<file path="src/rtl/data_mem_arb_pkg.sv">
// data_mem_arb_pkg: shared types and defaults for the data memory arbiter
package data_mem_arb_pkg;
  localparam int DEF_ADDR_W = 5;
  localparam int DEF_DATA_W = 32;
  typedef enum logic [1:0] {IDLE, RD_ISSUE, RD_WAIT} arb_state_t;
endpackage

</file>
<file path="src/rtl/data_mem_arbiter_rr.sv">
// rr_arbiter: combinational round-robin pick, searching from the index after last_gnt
module rr_arbiter #(
  parameter int N_REQ = 2,
  parameter int IW = $clog2(N_REQ)
) (
  input  logic [N_REQ-1:0] req,
  input  logic [IW-1:0]    last_gnt,
  output logic [N_REQ-1:0] gnt,
  output logic [IW-1:0]    idx
);
  always_comb begin
    idx = '0;
    // scan farthest-first so the nearest requester after last_gnt is the final assignment
    for (int k = N_REQ; k >= 1; k--)
      if (req[(int'(last_gnt) + k) % N_REQ]) idx = IW'((int'(last_gnt) + k) % N_REQ);
    gnt = |req ? N_REQ'(1) << idx : '0;
  end
endmodule

</file>
<file path="src/rtl/data_mem_arbiter.sv">
// data_mem_arbiter: round-robin sharing of data_mem between requesters, one read outstanding
module data_mem_arbiter
  import data_mem_arb_pkg::*;
#(
  parameter int N_REQ  = 2,
  parameter int ADDR_W = DEF_ADDR_W,
  parameter int DATA_W = DEF_DATA_W
) (
  input  logic                          clk,
  input  logic                          rst,
  input  logic [N_REQ-1:0]              req,
  input  logic [N_REQ-1:0]              we,
  input  logic [N_REQ-1:0][ADDR_W-1:0]  addr,
  input  logic [N_REQ-1:0][DATA_W-1:0]  wdata,
  output logic [N_REQ-1:0]              gnt,
  output logic [N_REQ-1:0]              rvalid,
  output logic [DATA_W-1:0]             rdata,
  output logic                          in_data_mem,
  output logic [ADDR_W-1:0]             adr_data,
  output logic                          write_data,
  output logic [ADDR_W-1:0]             adr_data_write,
  output logic [DATA_W-1:0]             data_write,
  input  logic [DATA_W-1:0]             data,
  input  logic                          out_data_mem
);
  localparam int IW = $clog2(N_REQ);
  arb_state_t state;
  logic [IW-1:0] last_gnt, owner, win;
  logic [N_REQ-1:0] arb_gnt;
  logic take;
  rr_arbiter #(.N_REQ(N_REQ), .IW(IW)) u_rr (
    .req(req),
    .last_gnt(last_gnt),
    .gnt(arb_gnt),
    .idx(win)
  );
  assign take = !rst && state == IDLE && |arb_gnt;
  assign gnt = take ? arb_gnt : '0;
  assign rvalid = (!rst && state == RD_WAIT && out_data_mem) ? N_REQ'(1) << owner : '0;
  assign rdata = data;
  always_ff @(posedge clk) begin
    if (rst) begin
      state <= IDLE;
      last_gnt <= IW'(N_REQ - 1);
      owner <= '0;
      in_data_mem <= 1'b0;
      write_data <= 1'b0;
      adr_data <= '0;
      adr_data_write <= '0;
      data_write <= '0;
    end else begin
      in_data_mem <= 1'b0;
      write_data <= 1'b0;
      if (take) begin
        last_gnt <= win;
        if (we[win]) begin
          write_data <= 1'b1;
          adr_data_write <= addr[win];
          data_write <= wdata[win];
        end else begin
          in_data_mem <= 1'b1;
          adr_data <= addr[win];
          owner <= win;
          state <= RD_ISSUE;
        end
      end else if (state == RD_ISSUE) state <= RD_WAIT;
      else if (state == RD_WAIT && out_data_mem) state <= IDLE;
    end
  end
endmodule

</file>
<file path="config.mk">
export PLATFORM = sky130hd
export DESIGN_NAME = data_mem_arbiter
export DESIGN_NICKNAME = d
export VERILOG_FILES = /design/src/rtl/data_mem_arb_pkg.sv /design/src/rtl/data_mem_arbiter_rr.sv /design/src/rtl/data_mem_arbiter.sv
export SDC_FILE = /design/constraint.sdc
export NUM_CORES = 1
export LEC_CHECK = 0
export ABC_AREA = 1
export CORE_UTILIZATION = 34
export CTS_CLUSTER_SIZE = 8
export DETAILED_ROUTE_END_ITERATION = 7
export PLACE_DENSITY = 0.87
export SLEW_MARGIN = 20
export SYNTH_ARGS = -nofsm -noshare
export SYNTH_HDL_FRONTEND = slang
export SYNTH_HIERARCHICAL = 1
export SYNTH_SLANG_ARGS = --single-unit
</file>
<file path="constraint.sdc">
create_clock -name clk -period 2.25 [get_ports clk]
set_input_delay 0.675 -clock clk [delete_from_list [all_inputs] [get_ports clk]]
set_output_delay 0.675 -clock clk [all_outputs]
set_load 0.05 [all_outputs]
</file>
Word level (Yosys, flattened, before mapping)
Cells that the tools add are included.
{ "classes": {"n_addsub": 2, "magnitude_cmp": 3, "n_eq_ne": 3, "shift": 2, "mux": 23, "bitwise": 4, "reduce_logical": 14} }
{ "ops": {"columns": ["cell", "count"], "rows": [
  ["2-to-1 mux 32 bit", 2],
  ["2-to-1 mux 2 bit", 7],
  ["2-to-1 mux 1 bit", 12],
  ["2-to-1 mux 5 bit", 2],
  ["< comparator 2 x 3 -> 1 bit, second input constant", 2],
  ["AND reduction 2 bit", 3],
  ["OR reduction 2 bit", 3],
  ["logical AND 1 bit", 5],
  ["left shift 1 x 1 -> 2 bit, first input constant", 2],
  ["nonzero test 3 bit", 1],
  ["adder 1 bit, second input constant", 2],
  ["AND 1 bit, first input constant", 2],
  ["== test 2 x 1 -> 1 bit, second input constant", 1],
  ["== test 2 bit, second input constant", 1],
  ["zero test 2 bit", 1],
  ["< comparator 1 x 2 -> 1 bit, second input constant", 1],
  ["inequality test 2 bit, second input constant", 1],
  ["inverter 1 bit", 2],
  ["zero test 1 bit", 1]
]} }
{ "word_totals": {"reg_bits": 48, "in_bits": 113, "output_inout_bits": 80, "elab_cells": 59} }

Longest topological paths before layout
{ "depth": {"depth_word": 13, "ltp_mapped": 11, "ltp_nobuf": 10} }

Modules after synthesis
Netlist, hierarchy kept.
{ "modules_own_cells": {"columns": ["mod", "instances", "cells_per_inst", "area_each_um2", "seq_area_each_um2"], "rows": [
  ["data_mem_arbiter", 1, 377, 2444.8, 960.9],
  ["rr_arbiter", 1, 6, 25.0, 0.0]
]} }

Worst setup path after synthesis
No wires, ideal clock.
{ "synth_timing": {"kind": "in2out", "from": "in req[1]", "to": "out gnt[0]", "arrival_ps": 1846, "required_ps": 1575, "slack_ps": -271, "stages": 6, "path_buffers": 0, "path_cell_list": "inv_1 > a21oi_1 > inv_1 > nand2_1 > nand3_1 > nor2_1"} }
{ "synth_via": {"elab_chain_cells": 10, "word_cells_on_any_way": 14, "classes_between": "shift: 1; mux: 10; reduce/logical: 3"} }
{ "synth_lines": {"columns": ["element", "line_no", "source"], "rows": [
  ["from (decl)", "data_mem_arbiter.sv:11", "input logic [N_REQ-1:0] req,"],
  ["2-to-1 mux 1 bit (implied by the code) (3 in a row)", "data_mem_arbiter_rr.sv:15", "if (req[(int'(last_gnt) + k) % N_REQ]) idx = IW'((int'(last_gnt) + k) % N_REQ);"],
  ["2-to-1 mux 1 bit (2 in a row)", "data_mem_arbiter_rr.sv:15", null],
  ["left shift 1 x 1 -> 2 bit", "data_mem_arbiter_rr.sv:16", "gnt = |req ? N_REQ'(1) << idx : '0;"],
  ["2-to-1 mux 2 bit *", "data_mem_arbiter_rr.sv:16", null],
  ["net arb_gnt[1]", "data_mem_arbiter.sv:29", "logic [N_REQ-1:0] arb_gnt;"],
  ["OR reduction 2 bit *", "data_mem_arbiter.sv:37", "assign take = !rst && state == IDLE && |arb_gnt;"],
  ["logical AND 1 bit *", "data_mem_arbiter.sv:37", null],
  ["2-to-1 mux 2 bit *", "data_mem_arbiter.sv:38", "assign gnt = take ? arb_gnt : '0;"],
  ["to (decl)", "data_mem_arbiter.sv:15", "output logic [N_REQ-1:0] gnt,"]
]} }
The timed path passes the listed nets; every way through them passes the cells marked *. The select of a mux whose other input is x is not followed.

Worst setup path after layout
Same ends and word-level chain as after synthesis.

==> impl_metrics.yaml <==
cts:
  hold_buffers: 0
  clock_sinks: 48
  htreeDepth: 2
  cts_buffer_depth: 2
  cts-root-buf: "clkbuf_8"
  cts_tree: "done"
  insertion_delay_ps: 290
  clkTransAtPathRegs_ps: 90
  cts_buffers: 5
synth:
  synthCells: 383
  async_reset_ff_frac: 0
  synth_seq_area_share: 0.3891
  yosys_warnings: 6
  synth_most_common_cell: "nand2_1"
  ys_types: 21
  netlist_top_cells_count: "134 x nand2_1, 80 x nor2_1, 48 x dfxtp_1"
  synth_edf_count: 0
  synth_seq_cells: 48
  synth.avg_cell_area_um2: 6.449
  yosys.area.top_type: "dfxtp_1"
  synth_fp_nets: 496
  syn_area_um2: 2470
  synth_area_leaders: "dfxtp_1 39%, nand2_1 20%, nor2_1 12%"
  synth_top_flop_cell: "dfxtp_1"
  synth_top_area_share: 0.3891
critical_path:
  path_cells: "clkdlybuf4s15_1 > inv_2 > a21oi_4 > inv_2 > nand2_4 > nand3_4 > nor2_4 > buf_12"
  crit_path_start_kind: "primary input"
  end_kind: "output pin"
  crit_path_top_delay_cell: "clkdlybuf4s15_1"
  worstPathRequired_ps: 1570
  crit_type: "in -> out"
  cp_common_cell: "inv_2"
  cp.arrival_ps: 1530
  cpPeakStageDelay_ps: 170
  cp_max_fo: 3
drt:
  drtPass1Iterations: 4
  drt_iter0_markers: 107
  antenna_left: 0
  vias_per_cell: 4.510
  drc_errors: 0
  routed_wirelength_um: 7282
  num_vias: 2625
  wire_per_inst_um: 12.51
power:
  worst_ir_drop_vdd_uv: 379.6
  power.net_switching_mw: 0.9129
  total_power_mw: 2.599
  pwr-share-comb: 0.397
  switching_share: 0.3513
  intPower_mw: 1.686
  p_leak_nw: 1.673
  p_seq_frac: 0.379
  p_clk_frac: 0.224
  power_density_nw_per_um2: 662.9
global_routing:
  gr-usage-all-layers: 0.1883
  grt_pass1_vias: 2428
  use_met2: 0.3522
  antenna_found_initial: 0
  grtUsageMet3: 0.03791
  grt_pass1_wl_um: 11110
  use_met1: 0.2054
  grt_max_degree: 25
  globalRoute.busiestLayer: "met2"
  overflow: 0
timing:
  rsz0062_at_grt: "yes"
  fmax_ghz: 0.4544
  final_hold_viol_count: 0
  period_share: 0.9781
  worst_slew_pin_slew_ps: 528.2
  finalSetupViolations: 0
  final_max_slew_viol_count: 0
  finalClockSkew_ps: 8.433
  maxSlewHeadroom: 0.6467
  period_needed_ps: 2201
run:
  drv_cap: 0
die:
  design.die.area_um2: 7609
  initial_core_util: 0.3576
  dieWidth_um: 87.23
  die-height_um: 87.23
  io_pins: 193
  rows: 30
  coreArea_um2: 6907
place:
  dp.cells: 572
  gp_congestion: 0.7763
  hpwl_um: 5637
  place_area_um2: 3766
  port_buffers: 128
finish:
  finish.instance_area_um2: 3920
  area_growth_syn_to_layout_pct: 58.71
  drive_gt1_frac: 0.1152
  final_cells: 582
  utilization: 0.5676
  fin_nets: 600
  num_antenna_cells: 0
status:
  outcome: "finished, final reports clean"
min_path:
  holdCritPathClass: "reg -> reg"
## logic make-up (layout without fill, tap and decap cells)
logic type             Yosys count  after routing  synth area share
AND/OR/NAND/NOR                223            223            0.3480
buffers and inverters           63            166            0.1636
AO/OA/AOI/OAI                   49             49           0.09929
flip-flops                      48             48            0.3891
## metrics by stage
step           worst slack, ps  setup TNS (ps)  hold slack, ps
6_report                 49.33               0           467.9
5_1_grt                 -16.63          -30.56           484.5
4_1_cts                 0.1756               0           467.4
3_5_place_dp            -396.2           -6292           454.7
3_3_place_gp            -285.5           -1938           451.5
2_1_floorplan           -47.39          -94.78           457.7
## critical path, delay by kind of cell
kind / cells / cell delay (ps)
AO/OA/AOI/OAI: 1 / 140
AND/OR/NAND/NOR: 3 / 280
buffers and inverters: 4 / 430
## layer usage
layer / vias to the layer above / wire length (µm) / share of wire
met5: - / 0 / 0
met4: 0 / 158 / 0.022
met3: 20 / 527 / 0.072
met2: 87 / 3725 / 0.51
met1: 1167 / 2871 / 0.39
li1: 1351 / - / -
## path summary, 6_finish.rpt
path	startpoint	end	slack (ps)	cells past startpoint
worst max-delay path	req[1]	gnt[0]	50	8
worst min-delay path	adr_data[2]	adr_data[2]	470	2
worst max register to register	state[1]	data_write[31]	520	10
worst min register to register	adr_data[2]	adr_data[2]	470	2
## sequential cells by signal (all words and copies together) (netlist names)
| name | flops |
|---|---|
| data_write | 32 |
| adr_data | 5 |
| adr_data_write | 5 |
| state | 2 |
| in_data_mem | 1 |
| last_gnt | 1 |
| owner | 1 |
| write_data | 1 |
## repair_timing
action                                  4_1_cts  5_1_grt
pin swaps                                     5        5
buffers inserted                              3        1
gates resized for setup                      16        6
endpoints found under the setup margin        4        4
## power by group through the flow
stage	combinational, mW	sequential, mW	clock (mW)
2_1_floorplan	0.472	1.26	0
3_3_place_gp	0.994	0.998	0
3_5_place_dp	1.01	1.00	0
4_1_cts	1.03	0.983	0.595
5_1_grt	1.11	0.994	0.637
6_report	1.03	0.984	0.582
## cell type report
cell class                      instances  area (µm²)
Clock buffer                            5       68.82
Timing Repair Buffer                  150        1535
Clock inverter                          1       30.03
Sequential cell                        48       960.9
Multi-Input combinational cell        272        1165
Tap cell                               96       120.1
Inverter                               10       40.04
Fill cell                             643        2987
## placed cells by master (no fill, tap or decap), types with 5 or more instances in the layout
| cell | Yosys | routed |
|---|---|---|
| clkbuf_8 | 0 | 5 |
| nor2_1 | 80 | 77 |
| buf_4 | 33 | 18 |
| clkdlybuf4s50_1 | 0 | 119 |
| a21oi_1 | 11 | 9 |
| nand2_1 | 134 | 131 |
| o21ai_1 | 11 | 11 |
| inv_2 | 3 | 7 |
| dfxtp_1 | 48 | 48 |
| o21ai_0 | 27 | 27 |
| buf_12 | 0 | 9 |
Power figures use the tool's default switching activity.
